## src/rtl/tmr_fault_manager_if.sv

```systemverilog
// Bus between the TMR voter bank / replica control and the fault manager.
// slave: the fault manager. master: the voter side that drives the mismatch
// flags and the recovery acknowledge.
interface tmr_fault_manager_if;
  logic       mis_a;
  logic       mis_b;
  logic       mis_c;
  logic       no_majority;
  logic       recover_ack;
  logic       err_ctrl_a;
  logic       err_ctrl_b;
  logic       err_ctrl_c;
  logic       recover_req;
  logic [1:0] recover_sel;
  logic       tmr_error;
  logic       fatal;

  modport master (
    output mis_a, mis_b, mis_c, no_majority, recover_ack,
    input  err_ctrl_a, err_ctrl_b, err_ctrl_c, recover_req, recover_sel,
    input  tmr_error, fatal
  );

  modport slave (
    input  mis_a, mis_b, mis_c, no_majority, recover_ack,
    output err_ctrl_a, err_ctrl_b, err_ctrl_c, recover_req, recover_sel,
    output tmr_error, fatal
  );
endinterface

```

## src/rtl/tmr_fault_manager.sv

```systemverilog
// TMR fault manager: counts consecutive per-replica mismatches, masks a
// replica that crosses the threshold, runs a req/ack recovery of it and
// either unmasks it after a clean settle window or falls back to simplex
// (DEGRADED) / FATAL. All outputs are registered.
module tmr_fault_manager #(
  parameter int THRESH    = 4,
  parameter int SETTLE    = 8,
  parameter int MAX_TRIES = 2,
  parameter int ACK_TO    = 16
) (
  input logic               clk,
  input logic               rst,
  tmr_fault_manager_if.slave tmr
);
  localparam int CW  = $clog2(THRESH + 1);
  localparam int TW  = (MAX_TRIES > 1) ? $clog2(MAX_TRIES) : 1;
  localparam int TOW = (ACK_TO > 1) ? $clog2(ACK_TO) : 1;
  localparam int SW  = (SETTLE > 1) ? $clog2(SETTLE) : 1;

  localparam logic [CW-1:0]  THRESH_C    = CW'(THRESH);
  // Last-value comparisons avoid widening the counters by one bit.
  localparam logic [TW-1:0]  TRIES_LAST  = TW'(MAX_TRIES - 1);
  localparam logic [TOW-1:0] TO_LAST     = TOW'(ACK_TO - 1);
  localparam logic [SW-1:0]  SETTLE_LAST = SW'(SETTLE - 1);

  typedef enum logic [2:0] {MONITOR, REQ, RESYNC, DEGRADED, FATAL} state_t;

  state_t         state;
  logic [2:0]     mis;
  logic [2:0]     err_ctrl;
  logic [CW-1:0]  cnt     [3];
  logic [CW-1:0]  cnt_inc [3];
  logic [2:0]     hit;
  logic [1:0]     pick_id;
  logic [1:0]     fault_id;
  logic [TW-1:0]  tries;
  logic [TOW-1:0] to_cnt;
  logic [SW-1:0]  clean;
  logic           recover_req;
  logic           tmr_error;
  logic           fatal;
  logic           mis_fault;
  logic           cnt_active;
  logic           fault_take;
  logic           resync_done;

  assign mis = {tmr.mis_c, tmr.mis_b, tmr.mis_a};

  // Next count per replica and "this replica crosses the threshold now";
  // masked replicas can never raise a hit.
  generate
    for (genvar gi = 0; gi < 3; gi++) begin : g_cnt
      assign cnt_inc[gi] = !mis[gi] ? '0 :
                           (cnt[gi] == THRESH_C) ? THRESH_C : cnt[gi] + CW'(1);
      assign hit[gi]     = (cnt_inc[gi] == THRESH_C) && !err_ctrl[gi];
    end
  endgenerate

  // Lowest replica id wins when several thresholds are reached together.
  always_comb begin
    pick_id = 2'd0;
    if (hit[0])      pick_id = 2'd0;
    else if (hit[1]) pick_id = 2'd1;
    else if (hit[2]) pick_id = 2'd2;
  end

  // Mismatch flag of the replica currently under recovery.
  always_comb begin
    case (fault_id)
      2'd1:    mis_fault = mis[1];
      2'd2:    mis_fault = mis[2];
      default: mis_fault = mis[0];
    endcase
  end

  assign cnt_active  = (state == MONITOR) || (state == DEGRADED);
  assign fault_take  = (state == MONITOR) && !tmr.no_majority && (|hit);
  assign resync_done = (state == RESYNC) && !tmr.no_majority && !mis_fault &&
                       (clean == SETTLE_LAST);

  // Mismatch counters: live only while monitoring or degraded, frozen during
  // recovery, cleared when a recovered replica is readmitted.
  always_ff @(posedge clk or posedge rst) begin
    if (rst) begin
      for (int i = 0; i < 3; i++) cnt[i] <= '0;
    end else begin
      for (int i = 0; i < 3; i++) begin
        if (resync_done) begin
          cnt[i] <= '0;
        end else if (cnt_active) begin
          if (err_ctrl[i] || (fault_take && pick_id == 2'(i))) cnt[i] <= '0;
          else                                                  cnt[i] <= cnt_inc[i];
        end
      end
    end
  end

  // Supervisor FSM with registered outputs.
  always_ff @(posedge clk or posedge rst) begin
    if (rst) begin
      state       <= MONITOR;
      err_ctrl    <= '0;
      fault_id    <= '0;
      tries       <= '0;
      to_cnt      <= '0;
      clean       <= '0;
      recover_req <= 1'b0;
      tmr_error   <= 1'b0;
      fatal       <= 1'b0;
    end else begin
      case (state)
        MONITOR: begin
          if (tmr.no_majority) begin
            state     <= FATAL;
            fatal     <= 1'b1;
            tmr_error <= 1'b1;
          end else if (|hit) begin
            state       <= REQ;
            err_ctrl    <= 3'(1) << pick_id;
            fault_id    <= pick_id;
            tries       <= '0;
            to_cnt      <= '0;
            recover_req <= 1'b1;
            tmr_error   <= 1'b1;
          end
        end
        REQ: begin
          // An ack in the timeout cycle still wins.
          if (tmr.recover_ack) begin
            state       <= RESYNC;
            recover_req <= 1'b0;
            clean       <= '0;
          end else if (to_cnt == TO_LAST) begin
            state       <= DEGRADED;
            recover_req <= 1'b0;
          end else begin
            to_cnt <= to_cnt + TOW'(1);
          end
        end
        RESYNC: begin
          if (tmr.no_majority) begin
            state     <= FATAL;
            fatal     <= 1'b1;
            tmr_error <= 1'b1;
          end else if (mis_fault) begin
            if (tries < TRIES_LAST) begin
              state       <= REQ;
              tries       <= tries + TW'(1);
              to_cnt      <= '0;
              recover_req <= 1'b1;
            end else begin
              state <= DEGRADED;
            end
          end else if (clean == SETTLE_LAST) begin
            state     <= MONITOR;
            err_ctrl  <= '0;
            tmr_error <= 1'b0;
          end else begin
            clean <= clean + SW'(1);
          end
        end
        DEGRADED: begin
          if (tmr.no_majority || (|hit)) begin
            state <= FATAL;
            fatal <= 1'b1;
          end
        end
        FATAL: begin
          // Terminal until reset; err_ctrl stays as it was.
        end
        default: state <= MONITOR;
      endcase
    end
  end

  assign tmr.err_ctrl_a  = err_ctrl[0];
  assign tmr.err_ctrl_b  = err_ctrl[1];
  assign tmr.err_ctrl_c  = err_ctrl[2];
  assign tmr.recover_req = recover_req;
  assign tmr.recover_sel = fault_id;
  assign tmr.tmr_error   = tmr_error;
  assign tmr.fatal       = fatal;
endmodule
```

## src/flat_wrapper.sv

```systemverilog
// flat-port wrapper written by rule: the top's interface ports become plain ports
module tmr_fault_manager_flat 
#(
  parameter int THRESH    = 4,
  parameter int SETTLE    = 8,
  parameter int MAX_TRIES = 2,
  parameter int ACK_TO    = 16
)
  (clk, rst, tmr_mis_a, tmr_mis_b, tmr_mis_c, tmr_no_majority, tmr_recover_ack, tmr_err_ctrl_a, tmr_err_ctrl_b, tmr_err_ctrl_c, tmr_recover_req, tmr_recover_sel, tmr_tmr_error, tmr_fatal);
  tmr_fault_manager_if tmr_i ();
  input logic clk;
  input logic rst;
  input wire logic [$bits(tmr_i.mis_a)-1:0] tmr_mis_a;
  input wire logic [$bits(tmr_i.mis_b)-1:0] tmr_mis_b;
  input wire logic [$bits(tmr_i.mis_c)-1:0] tmr_mis_c;
  input wire logic [$bits(tmr_i.no_majority)-1:0] tmr_no_majority;
  input wire logic [$bits(tmr_i.recover_ack)-1:0] tmr_recover_ack;
  output wire logic [$bits(tmr_i.err_ctrl_a)-1:0] tmr_err_ctrl_a;
  output wire logic [$bits(tmr_i.err_ctrl_b)-1:0] tmr_err_ctrl_b;
  output wire logic [$bits(tmr_i.err_ctrl_c)-1:0] tmr_err_ctrl_c;
  output wire logic [$bits(tmr_i.recover_req)-1:0] tmr_recover_req;
  output wire logic [$bits(tmr_i.recover_sel)-1:0] tmr_recover_sel;
  output wire logic [$bits(tmr_i.tmr_error)-1:0] tmr_tmr_error;
  output wire logic [$bits(tmr_i.fatal)-1:0] tmr_fatal;
  assign tmr_i.mis_a = tmr_mis_a;
  assign tmr_i.mis_b = tmr_mis_b;
  assign tmr_i.mis_c = tmr_mis_c;
  assign tmr_i.no_majority = tmr_no_majority;
  assign tmr_i.recover_ack = tmr_recover_ack;
  assign tmr_err_ctrl_a = tmr_i.err_ctrl_a;
  assign tmr_err_ctrl_b = tmr_i.err_ctrl_b;
  assign tmr_err_ctrl_c = tmr_i.err_ctrl_c;
  assign tmr_recover_req = tmr_i.recover_req;
  assign tmr_recover_sel = tmr_i.recover_sel;
  assign tmr_tmr_error = tmr_i.tmr_error;
  assign tmr_fatal = tmr_i.fatal;
  tmr_fault_manager #(.THRESH(THRESH), .SETTLE(SETTLE), .MAX_TRIES(MAX_TRIES), .ACK_TO(ACK_TO)) u_core (.clk(clk), .rst(rst), .tmr(tmr_i));
endmodule
```

## config.mk

```make
export PLATFORM = sky130hd
export DESIGN_NAME = tmr_fault_manager_flat
export DESIGN_NICKNAME = d
export VERILOG_FILES = /design/src/rtl/tmr_fault_manager_if.sv /design/src/rtl/tmr_fault_manager.sv /design/src/flat_wrapper.sv
export SDC_FILE = /design/constraint.sdc
export NUM_CORES = 1
export LEC_CHECK = 0
export ABC_AREA = 1
export CORE_ASPECT_RATIO = 0.9
export CORE_MARGIN = 4
export CORE_UTILIZATION = 52
export DETAILED_ROUTE_END_ITERATION = 10
export PLACE_DENSITY = 0.75
export SKIP_CTS_REPAIR_TIMING = 1
export SYNTH_ARGS = -nofsm -noshare
export SYNTH_HDL_FRONTEND = slang
export SYNTH_SLANG_ARGS = --single-unit
```

## constraint.sdc

```tcl
create_clock -name clk -period 1.71 [get_ports clk]
set_input_delay 0.342 -clock clk [delete_from_list [all_inputs] [get_ports clk]]
set_output_delay 0.342 -clock clk [all_outputs]
set_load 0.1 [all_outputs]
```

# [After elaboration in Yosys (flattened, before gate mapping)]
# Cells that the tools add are included.
[word_totals] output_inout_bits=8 reg_bits=28 latch_bits=0 mem_bits_ro=0 input_bits=7 mem_count=0 word_cells=164 ram_bits=0
[classes] n_mul=0 bitwise_logic=2 muxes=69 n_eq_ne=34 div=0 magnitude_cmp=1 shifts=1 reduce_logical=39 add_sub_neg=6
[ops] operator="$mux W3" n=31
[ops] operator="$mux W4" n=7
[ops] operator="$eq A3 B3 Y1 const B" n=8
[ops] operator="$ne A2 B2 Y1 const B" n=11
[ops] operator="$mux W1" n=18
[ops] operator="$pmux W3 S5" n=1
[ops] operator="$add A3 B1 Y3 const B" n=4
[ops] operator="$pmux W3 S2" n=2
[ops] operator="$pmux W4 S3" n=1
[ops] operator="$reduce_and A6 Y1" n=2
[ops] operator="$logic_and A1 B1 Y1" n=11
[ops] operator="$reduce_and A5 Y1" n=2
[ops] operator="$ne A3 B3 Y1 const B" n=3
[ops] operator="$mux W2" n=4
[ops] operator="$pmux W1 S2" n=4
[ops] operator="$reduce_and A8 Y1" n=1
[ops] operator="$reduce_bool A2 Y1" n=4
[ops] operator="$reduce_and A7 Y1" n=1
[ops] operator="$eq A3 B2 Y1 const B" n=2
[ops] operator="$reduce_and A3 Y1" n=2
[ops] operator="$logic_not A1 Y1" n=5
[ops] operator="$logic_or A1 B1 Y1" n=5
[ops] operator="$add A4 B1 Y4 const B" n=1
[ops] operator="$eq A2 B1 Y1 const B" n=2
[ops] operator="other kinds (17)" n=20

# [Depth between registers and ports, before layout]
# Gate-level depths: netlist (run 1).
[logic_depth] ltp_word=14 mapped_depth=11 ltp_nobuf=11

# [Worst setup path after synthesis (run 1)]
# OpenSTA, ideal clock, no wires.
[synth_path] kind="reg2reg" startpoint="register u_core.fault_id[0] (netlist: u_core.tmr.recover_sel[0])" endpoint="register u_core.to_cnt[0]" path_buffers=0 synth_period_minus_slack_ps=2230 path_stages_with_launch=12 path_slack_ps=-520 required_time_ps=1593 arrival_ps=2112 setup_ps=117 path_cell_list="dfrtp_1 -> inv_1 -> ha_1 -> inv_1 -> nand3_1 -> o21ai_2 -> nand2_2 -> nand2_2 -> nor2_4 -> nand3_2 -> nand2_1 -> nand2_1"
[synth_via] elab_chain_len=4 elab_cells_between_ends=5 classes_between="eq/ne: 3; mux: 1; reduce/logical: 1"
[synth_rtl] item="from (decl)" line_no="tmr_fault_manager.sv:35" rtl="logic [1:0] fault_id;"
[synth_rtl] item="from (signal assigned)" line_no="tmr_fault_manager.sv:120" rtl="fault_id <= pick_id;"
[synth_rtl] item="$eq A2 B2 Y1 or $eq A2 B1 Y1 (tied branches)" line_no="tmr_fault_manager.sv:69" rtl="case (fault_id)"
[synth_rtl] item="$pmux W1 S2 (*)" line_no="tmr_fault_manager.sv:69"
[synth_rtl] item="$ne A2 B1 Y1 (no line) (*)"
[synth_rtl] item="$reduce_and A8 Y1 (no line) (*)"
[synth_rtl] item="to (signal assigned)" line_no="tmr_fault_manager.sv:137" rtl="to_cnt <= to_cnt + TOW'(1);"
[synth_rtl] item="to (decl)" line_no="tmr_fault_manager.sv:37" rtl="logic [TOW-1:0] to_cnt;"
# Mark *: on every way between the ends. The rest lies on a longest branch, timed or not.
# A chain may end at the register's enable or synchronous reset.

# [Worst setup path after layout (run 1)]
[layout_path] startpoint="register u_core.cnt[3] (netlist name)" endpoint="register u_core.cnt[0] (netlist name)"
[layout_via] elab_chain_len=13 elab_cells_between_ends=16 classes_between="add/sub: 1; eq/ne: 3; mux: 7; reduce/logical: 5"
[layout_rtl] item="from (decl)" line_no="tmr_fault_manager.sv:31" rtl="logic [CW-1:0] cnt [3];"
[layout_rtl] item="from (signal, indexed assignment)" line_no="tmr_fault_manager.sv:92" rtl="else cnt[i] <= cnt_inc[i];"
[layout_rtl] item="$add A3 B1 Y3 or $eq A3 B3 Y1 (tied branches)" line_no="tmr_fault_manager.sv:54" rtl="(cnt[gi] == THRESH_C) ? THRESH_C : cnt[gi] + CW'(1);"
[layout_rtl] item="$mux W3 (*)" line_no="tmr_fault_manager.sv:54"
[layout_rtl] item="$mux W3 (*)" line_no="tmr_fault_manager.sv:53" rtl="assign cnt_inc[gi] = !mis[gi] ? '0 :"
[layout_rtl] item="$eq A3 B3 Y1 (*)" line_no="tmr_fault_manager.sv:55" rtl="assign hit[gi] = (cnt_inc[gi] == THRESH_C) && !err_ctrl[gi];"
[layout_rtl] item="$logic_and A1 B1 Y1 (*)" line_no="tmr_fault_manager.sv:55"
[layout_rtl] item="$mux W2" line_no="tmr_fault_manager.sv:63" rtl="else if (hit[1]) pick_id = 2'd1;"
[layout_rtl] item="$mux W2" line_no="tmr_fault_manager.sv:62" rtl="if (hit[0]) pick_id = 2'd0;"
[layout_rtl] item="$eq A2 B2 Y1" line_no="tmr_fault_manager.sv:91" rtl="if (err_ctrl[i] || (fault_take && pick_id == 2'(i))) cnt[i] <= '0;"
[layout_rtl] item="$logic_and A1 B1 Y1 (*)" line_no="tmr_fault_manager.sv:91"
[layout_rtl] item="$logic_or A1 B1 Y1 (*)" line_no="tmr_fault_manager.sv:91"
[layout_rtl] item="$mux W3 (*)" line_no="tmr_fault_manager.sv:91"
[layout_rtl] item="$mux W3 (*)" line_no="tmr_fault_manager.sv:90" rtl="end else if (cnt_active) begin"
[layout_rtl] item="$mux W3 (*)" line_no="tmr_fault_manager.sv:88" rtl="if (resync_done) begin"
# Mark *: on every way between the ends. The rest lies on a longest branch, timed or not. The select of a mux whose other input is x is not followed.

==> results by group, run 1 <==
Setup path
  – Crit path top cell by count: buf_4
  – Critical path capture point type: flop
  – Worst path required time: 1.89 ns
  – Reg2reg setup slack: -0.09 ns
  – Worst-case reg-to-reg path depth: 9
  – Crit path largest cell delay: 0.39 ns
  – Worst setup path category: flop to flop
  – Worst r2r src: u_core.cnt[3]
  – CP max stage cell: dfrtp_1
  – CP Launch Type: flop
  – Crit Path Max Fanout: 5
  – Critical Path, Cell by Cell: inv_2 -> ha_4 -> o211ai_1 -> buf_4 -> buf_4 -> a21oi_2 -> nand3_2 -> nand3b_1 -> nand2_1
  – Arrival @ worst endpoint: 1.98 ns
  – Reg2reg end: u_core.cnt[0]

Placement
  – Final GP Congestion: 0.901
  – Post-DP HPWL: 3070 um
  – Port Buffers: 14
  – Inst Count DP: 325
  – Pre-CTS setup slack: -0.243 ns

STA
  – Minimum clock period after layout: 1.80 ns
  – Pins Over Slew Limit: 0
  – Final hold violations: 0
  – Setup WS post-layout: -0.0900 ns
  – Max Clk Rate: 556 MHz
  – Skew final: 0.00283 ns
  – Relative slew slack: 77.5%
  – Final period utilization: 105%
  – Setup_tns: -0.517 ns
  – Setup-failing EPs final: 9
  – Worst slew pin tran: 0.336 ns
  – RSZ-0062 raised after global routing: true

Floorplanning
  – Die width: 71.0 um
  – Starting Density: 54.6%
  – Floorplan row count: 20
  – Top Ports: 15
  – Core footprint: 3400 um^2
  – Die area: 4590 um^2
  – Die H: 64.7 um

Synth
  – Post-Syn Area: 1860 um^2
  – Distinct cells, synth: 30
  – Synthesis warning total: 0
  – Synth Register Bits: 28
  – Syn_nets: 264
  – Syn avg cell area: 7.55 um^2
  – Seq/Total Area, Yosys: 37.7%
  – Syn Inst Count: 246

Finish
  – Util after Layout: 77.9%
  – ANT cells: 0
  – Layout cells sized above 1: 39.9%
  – Area growth syn-to-layout: 42.8%
  – # fillers: 248
  – Multi-input logic area: 1180 um^2
  – FF+latch area: 712 um^2
  – Non-filler cells, final: 340
  – Final nets: 315

Run
  – # Max-Cap Violations: 0

CTS
  – Worst-path clk slew: 0.10 ns
  – CTS Root Cell: clkbuf_8
  – CTS buffer count: 3
  – H-tree Lvls: 1
  – CTS tree: yes
  – Clk sink count: 28
  – Max Root-Sink Buffers: 2
  – Worst-Skew Late Latency: 0.28 ns

Detailed routing
  – Starting DRT DRC Count: 156
  – DRC violations left: 0
  – Final WL: 4960 um
  – Via count: 1819
  – Via density: 5.35
  – WL per Instance: 14.6 um
  – Final ANT Viol Nets: 0
  – Total iterations of the first detailed-routing run: 4

Power and ir drop
  – PD cells: 443 nW/um^2
  – Maximum ir drop on the vdd rail: 0.338 mV
  – Power consumption: 0.00118 W
  – LEAKAGE: 1.24 nW

Hold path
  – Hold crit path type: primary input to asynchronous set/reset pin

Global routing
  – Largest net degree at the start of global routing: 29
  – Total gr overflow: 0
  – First-pass GRT wire length: 6980 um
  – Tot GR Track Use: 18.7%
  – Vias in the first global route: 1598
  – Initial antenna violation count: 0

Run status
  – Failing checks: negative setup slack
  – Outcome: complete, but fails checks
[metal layers]
layer	routed length (um)	GRT usage, %	vias up
met3	306	2.64	16
li1	-	-	898
met4	127	3.52	0
met1	2110	28.0	847
met2	2410	28.9	58
met5	0	0	-
[critical path: cells and delay by family, from the launching register on]
kind / cells / cell delay (ns)
flops: 1 / 0.39
simple gates: 3 / 0.34
fa+ha+maj: 1 / 0.27
compound gates: 2 / 0.31
buf+inv: 3 / 0.39
[flip-flops by register name, indices dropped and copies added (netlist names), 2 cells and up]
signal / cells
u_core.cnt: 9
u_core.to_cnt: 4
u_core.clean: 3
u_core.err_ctrl: 3
u_core.state: 3
u_core.tmr.recover_sel: 2
[worst max-delay path by stage]
stage / from / end / cells past startpoint / slack (ns)
after CTS: u_core.cnt[3] / u_core.err_ctrl[2] / 8 / -0.06
after floorplan: u_core.tmr.recover_sel[0] / u_core.to_cnt[0] / 11 / -0.08
after global placement: tmr_mis_c / u_core.cnt[0] / 8 / -0.21
after global routing: u_core.cnt[3] / u_core.cnt[0] / 10 / -0.17
final: u_core.cnt[3] / u_core.cnt[0] / 9 / -0.09
after detailed placement: tmr_mis_c / u_core.cnt[0] / 8 / -0.24
[through the flow]
stage                     instance area [um^2]  hold WS [ns]
after floorplan                           1890         0.407
after global placement                    2330         0.461
after detailed placement                  2330         0.472
after CTS                                 2380         0.401
after global routing                      2650         0.419
final                                     2650         0.390
[report_power, final]
group	total (W)	internal (W)	leakage [nW]	switching, W
sequential	0.000666	0.000664	0.361	0.00000216
clock	0.000419	0.000207	0.0288	0.000212
combinational	0.0000908	0.0000400	0.852	0.0000507
[Yosys cell counts]
cell type	number	area share [%]
inv_1	27	5.5
nand2_1	75	15
a21oi_2	2	0.94
a21oi_1	4	1.1
ha_1	11	7.4
xor2_1	1	0.47
nand4_4	1	1.1
nor2_1	22	4.4
buf_6	1	0.61
nor2_4	2	1.2
nand2_2	4	1.3
o211ai_2	1	0.67
o211ai_1	2	0.81
nor2_2	3	1.0
nand3_1	16	4.3
o21ai_1	9	2.4
inv_2	9	1.8
nor3_1	1	0.27
nand4_1	9	3.0
o22ai_1	2	0.67
nand3_2	4	2.2
o21ai_2	1	0.47
o31ai_1	1	0.40
nand3b_1	3	1.2
nor3_2	1	0.54
nor3_4	2	1.8
nand4_2	1	0.67
o21ai_0	2	0.54
dfrtp_1	28	38
clkinv_1	1	0.20
[placed cells by master, fill, tap and decap left out, types with 3 or more instances in the layout]
cell and instances:
nand2_1 68, buf_4 25, dfrtp_1 23, inv_1 19
nor2_1 19, inv_2 18, nand2_2 10, nand3_1 10
nand4_1 9, buf_12 9, nand3_2 7, buf_6 7
o21ai_1 6, nor2_2 6, clkdlybuf4s50_1 6, ha_4 5
ha_1 5, o21ai_2 4, a21oi_2 4, clkbuf_8 4
nand3_4 3, nand3b_1 3, dfrtp_2 3
[layout make-up]
class | instances | area share [%]
flip-flops and latches | 28 | 26.9
multi-input cells | 180 | 44.6
clock buffers | 4 | 2.08
well taps | 44 | 2.08
repair buffers | 47 | 19.1
inverters | 37 | 5.24
[kinds of logic after synthesis]
| kind of cell | count (synthesis) | share of synthesized area (%) |
|---|---|---|
| and+or+nand+nor | 144 | 38.3 |
| buffers and inverters | 38 | 8.09 |
| DFF | 28 | 37.7 |
| AOI/OAI and AO/OA | 24 | 8.02 |
| adders and majority gates | 11 | 7.41 |
| xor gates and xnor gates | 1 | 0.472 |
(Power assumes the default switching activity.)
==> run 2: changes to the inputs <==
--- a/config.mk
+++ b/config.mk
@@ -10,7 +10,7 @@
 export CORE_MARGIN = 4
 export CORE_UTILIZATION = 52
 export DETAILED_ROUTE_END_ITERATION = 10
-export PLACE_DENSITY = 0.75
+export PLACE_DENSITY = 0.82
 export SKIP_CTS_REPAIR_TIMING = 1
 export SYNTH_ARGS = -nofsm -noshare
 export SYNTH_HDL_FRONTEND = slang
==> run 2 against run 1 <==
Net effect:
- the run now ends clean
- via count fell by 0.11%
- setup slack improved by 0.11 ns
- non-clock buffer count rose by 2
- sequential power barely moved
- largest power group unchanged
- clock-buffer cell count did not move
- critical path depth did not move
- cell count rose by 0.88%
- die area did not move
- fmax rose by 6.8%
==> results by group, run 2 (same netlist as run 1, synthesis figures left out) <==
Run status
  – Outcome: finished, final reports clean

Global routing
  – First-pass GRT wire length: 7070 um (+1.4%)
  – Total gr overflow: 0 (unchanged)
  – Largest net degree at the start of global routing: 29 (unchanged)
  – Initial antenna violation count: 0 (unchanged)
  – Vias in the first global route: 1616 (+1.1%)
  – Tot GR Track Use: 19.3% (+0.66 points)

Setup path
  – Worst-case reg-to-reg path depth: 9 (unchanged)
  – Arrival @ worst endpoint: 1.90 ns (-0.08 ns)
  – Crit Path Max Fanout: 8 (+3)
  – Reg2reg end: u_core.cnt[4]
  – Crit path top cell by count: inv_2
  – Crit path largest cell delay: 0.40 ns (about the same)
  – Worst r2r src: u_core.cnt[7]
  – Reg2reg setup slack: 0.02 ns (+0.11 ns)
  – Worst path required time: 1.93 ns (+0.04 ns)
  – CP max stage cell: dfrtp_1
  – Worst setup path category: flop to flop
  – CP Launch Type: flop
  – Critical Path, Cell by Cell: inv_2 -> ha_4 -> nand2_2 -> inv_2 -> a21oi_4 -> nand3_4 -> nand4_1 -> nand3_2 -> o21ai_2
  – Critical path capture point type: flop

Placement
  – Final GP Congestion: 0.901 (about the same)
  – Inst Count DP: 326 (+0.31%)
  – Post-DP HPWL: 3110 um (+1.2%)
  – Port Buffers: 14 (unchanged)

STA
  – Skew final: 0.00497 ns (+0.00215 ns)
  – Final period utilization: 98.6% (-6.7 points)
  – Setup-failing EPs final: 0 (-9)
  – Worst slew pin tran: 0.359 ns (+0.0230 ns)
  – Max Clk Rate: 593 MHz (+6.8%)
  – Final hold violations: 0 (unchanged)
  – RSZ-0062 raised after global routing: true
  – Relative slew slack: 76.0% (-1.4 points)
  – Pins Over Slew Limit: 0 (unchanged)
  – Minimum clock period after layout: 1.69 ns (-0.114 ns)

Finish
  – Largest register by flop count: u_core.cnt
  – Area growth syn-to-layout: 46.2%
  – Max FFs per register: 9 (unchanged)
  – Most frequent cells in the layout: 66 x nand2_1, 30 x buf_4, 21 x dfrtp_1, 19 x inv_1
  – Non-filler cells, final: 343 (+0.88%)
  – Layout cells sized above 1: 41.5% (+1.6 points)
  – ANT cells: 0 (unchanged)
  – Regs by FF count: u_core.cnt: 9 flops, u_core.to_cnt: 4 flops
  – Commonest non-fill, non-tap cell in the layout: nand2_1
  – Final nets: 318 (+0.95%)

Detailed routing
  – DRC violations left: 0 (unchanged)
  – Starting DRT DRC Count: 122 (-22%)
  – Final ANT Viol Nets: 0 (unchanged)
  – Via count: 1817 (-0.11%)
  – Final WL: 4670 um (-5.7%)
  – Total iterations of the first detailed-routing run: 4 (unchanged)
  – WL per Instance: 13.6 um (-6.5%)
  – Via density: 5.30 (-0.98%)

Power and ir drop
  – Power consumption: 0.00118 W (+0.22%)
  – LEAKAGE: 1.27 nW (+2.2%)
  – Maximum ir drop on the vdd rail: 0.674 mV (+99%)
  – PD cells: 434 nW/um^2 (-2.1%)

CTS
  – CTS tree: yes
  – CTS Root Cell: clkbuf_8
  – Worst-Skew Late Latency: 0.28 ns (about the same)
  – Clk sink count: 28 (unchanged)
  – Worst-path clk slew: 0.10 ns (about the same)
  – H-tree Lvls: 1 (unchanged)
  – Max Root-Sink Buffers: 2 (unchanged)
  – CTS buffer count: 3 (unchanged)

Floorplanning
  – Starting Density: 54.6% (unchanged)
  – Top Ports: 15 (unchanged)
  – Die width: 71.0 um (unchanged)
  – Die area: 4590 um^2 (unchanged)
  – Die H: 64.7 um (unchanged)
  – Floorplan row count: 20 (unchanged)
  – Core footprint: 3400 um^2 (unchanged)

Run
  – # Max-Cap Violations: 0 (unchanged)

Hold path
  – Hold crit path type: primary input to asynchronous set/reset pin
run 2: how the worst max path moves through the flow:
stage | from | to | slack, ns
after floorplan | u_core.tmr.recover_sel[0] | u_core.to_cnt[0] | -0.08
after global placement | tmr_mis_b | u_core.err_ctrl[2] | -0.17
after detailed placement | tmr_mis_c | u_core.cnt[0] | -0.24
after CTS | u_core.cnt[0] | u_core.cnt[0] | -0.14
after global routing | u_core.cnt[6] | u_core.cnt[4] | -0.11
final | u_core.cnt[7] | u_core.cnt[4] | 0.02
run 2: area by class of cell:
cell class | instances | area (um^2)
multi-input combinational | 181 | 1240
sequential | 28 | 714
fill | 222 | 688
timing repair buffer | 49 | 510
inverter | 37 | 141
clock buffer | 4 | 55.1
tap | 44 | 55.1
run 2: critical path: cells and delay by family, from the launching register on:
kind / cells / cell delay, ns
fa+ha+maj: 1 / 0.20
compound gates: 2 / 0.31
flops: 1 / 0.40
simple gates: 4 / 0.57
buf+inv: 2 / 0.14
run 2: where the power goes:
group	leakage, nW	switching, W	internal [W]
clock	0.0288	0.000214	0.000207
sequential	0.359	0.00000206	0.000664
combinational	0.882	0.0000525	0.0000394
run 2: per-stage QoR:
stage | TNS, ns | utilization (%) | setup slack [ns] | instance area (um^2) | hold slack [ns]
finish | 0 | 79.8 | 0.0240 | 2720 | 0.422
floorplan | -0.515 | - | -0.0781 | 1890 | 0.407
global placement | -2.95 | 68.2 | -0.167 | 2320 | 0.459
CTS | -1.33 | 69.9 | -0.139 | 2380 | 0.429
global route | -0.766 | 79.8 | -0.107 | 2720 | 0.459
detailed placement | -4.31 | 68.2 | -0.242 | 2320 | 0.475
run 2: layer usage:
| layer | wire length [um] | vias to the layer above | share of wire (%) | global-route usage (%) |
|---|---|---|---|---|
| met4 | 53 | 0 | 1.1 | 4.93 |
| met3 | 243 | 8 | 5.2 | 4.81 |
| met5 | 0 | - | 0 | 0 |
| met2 | 2290 | 38 | 49 | 30.8 |
| li1 | - | 903 | - | - |
| met1 | 2080 | 868 | 45 | 26.4 |
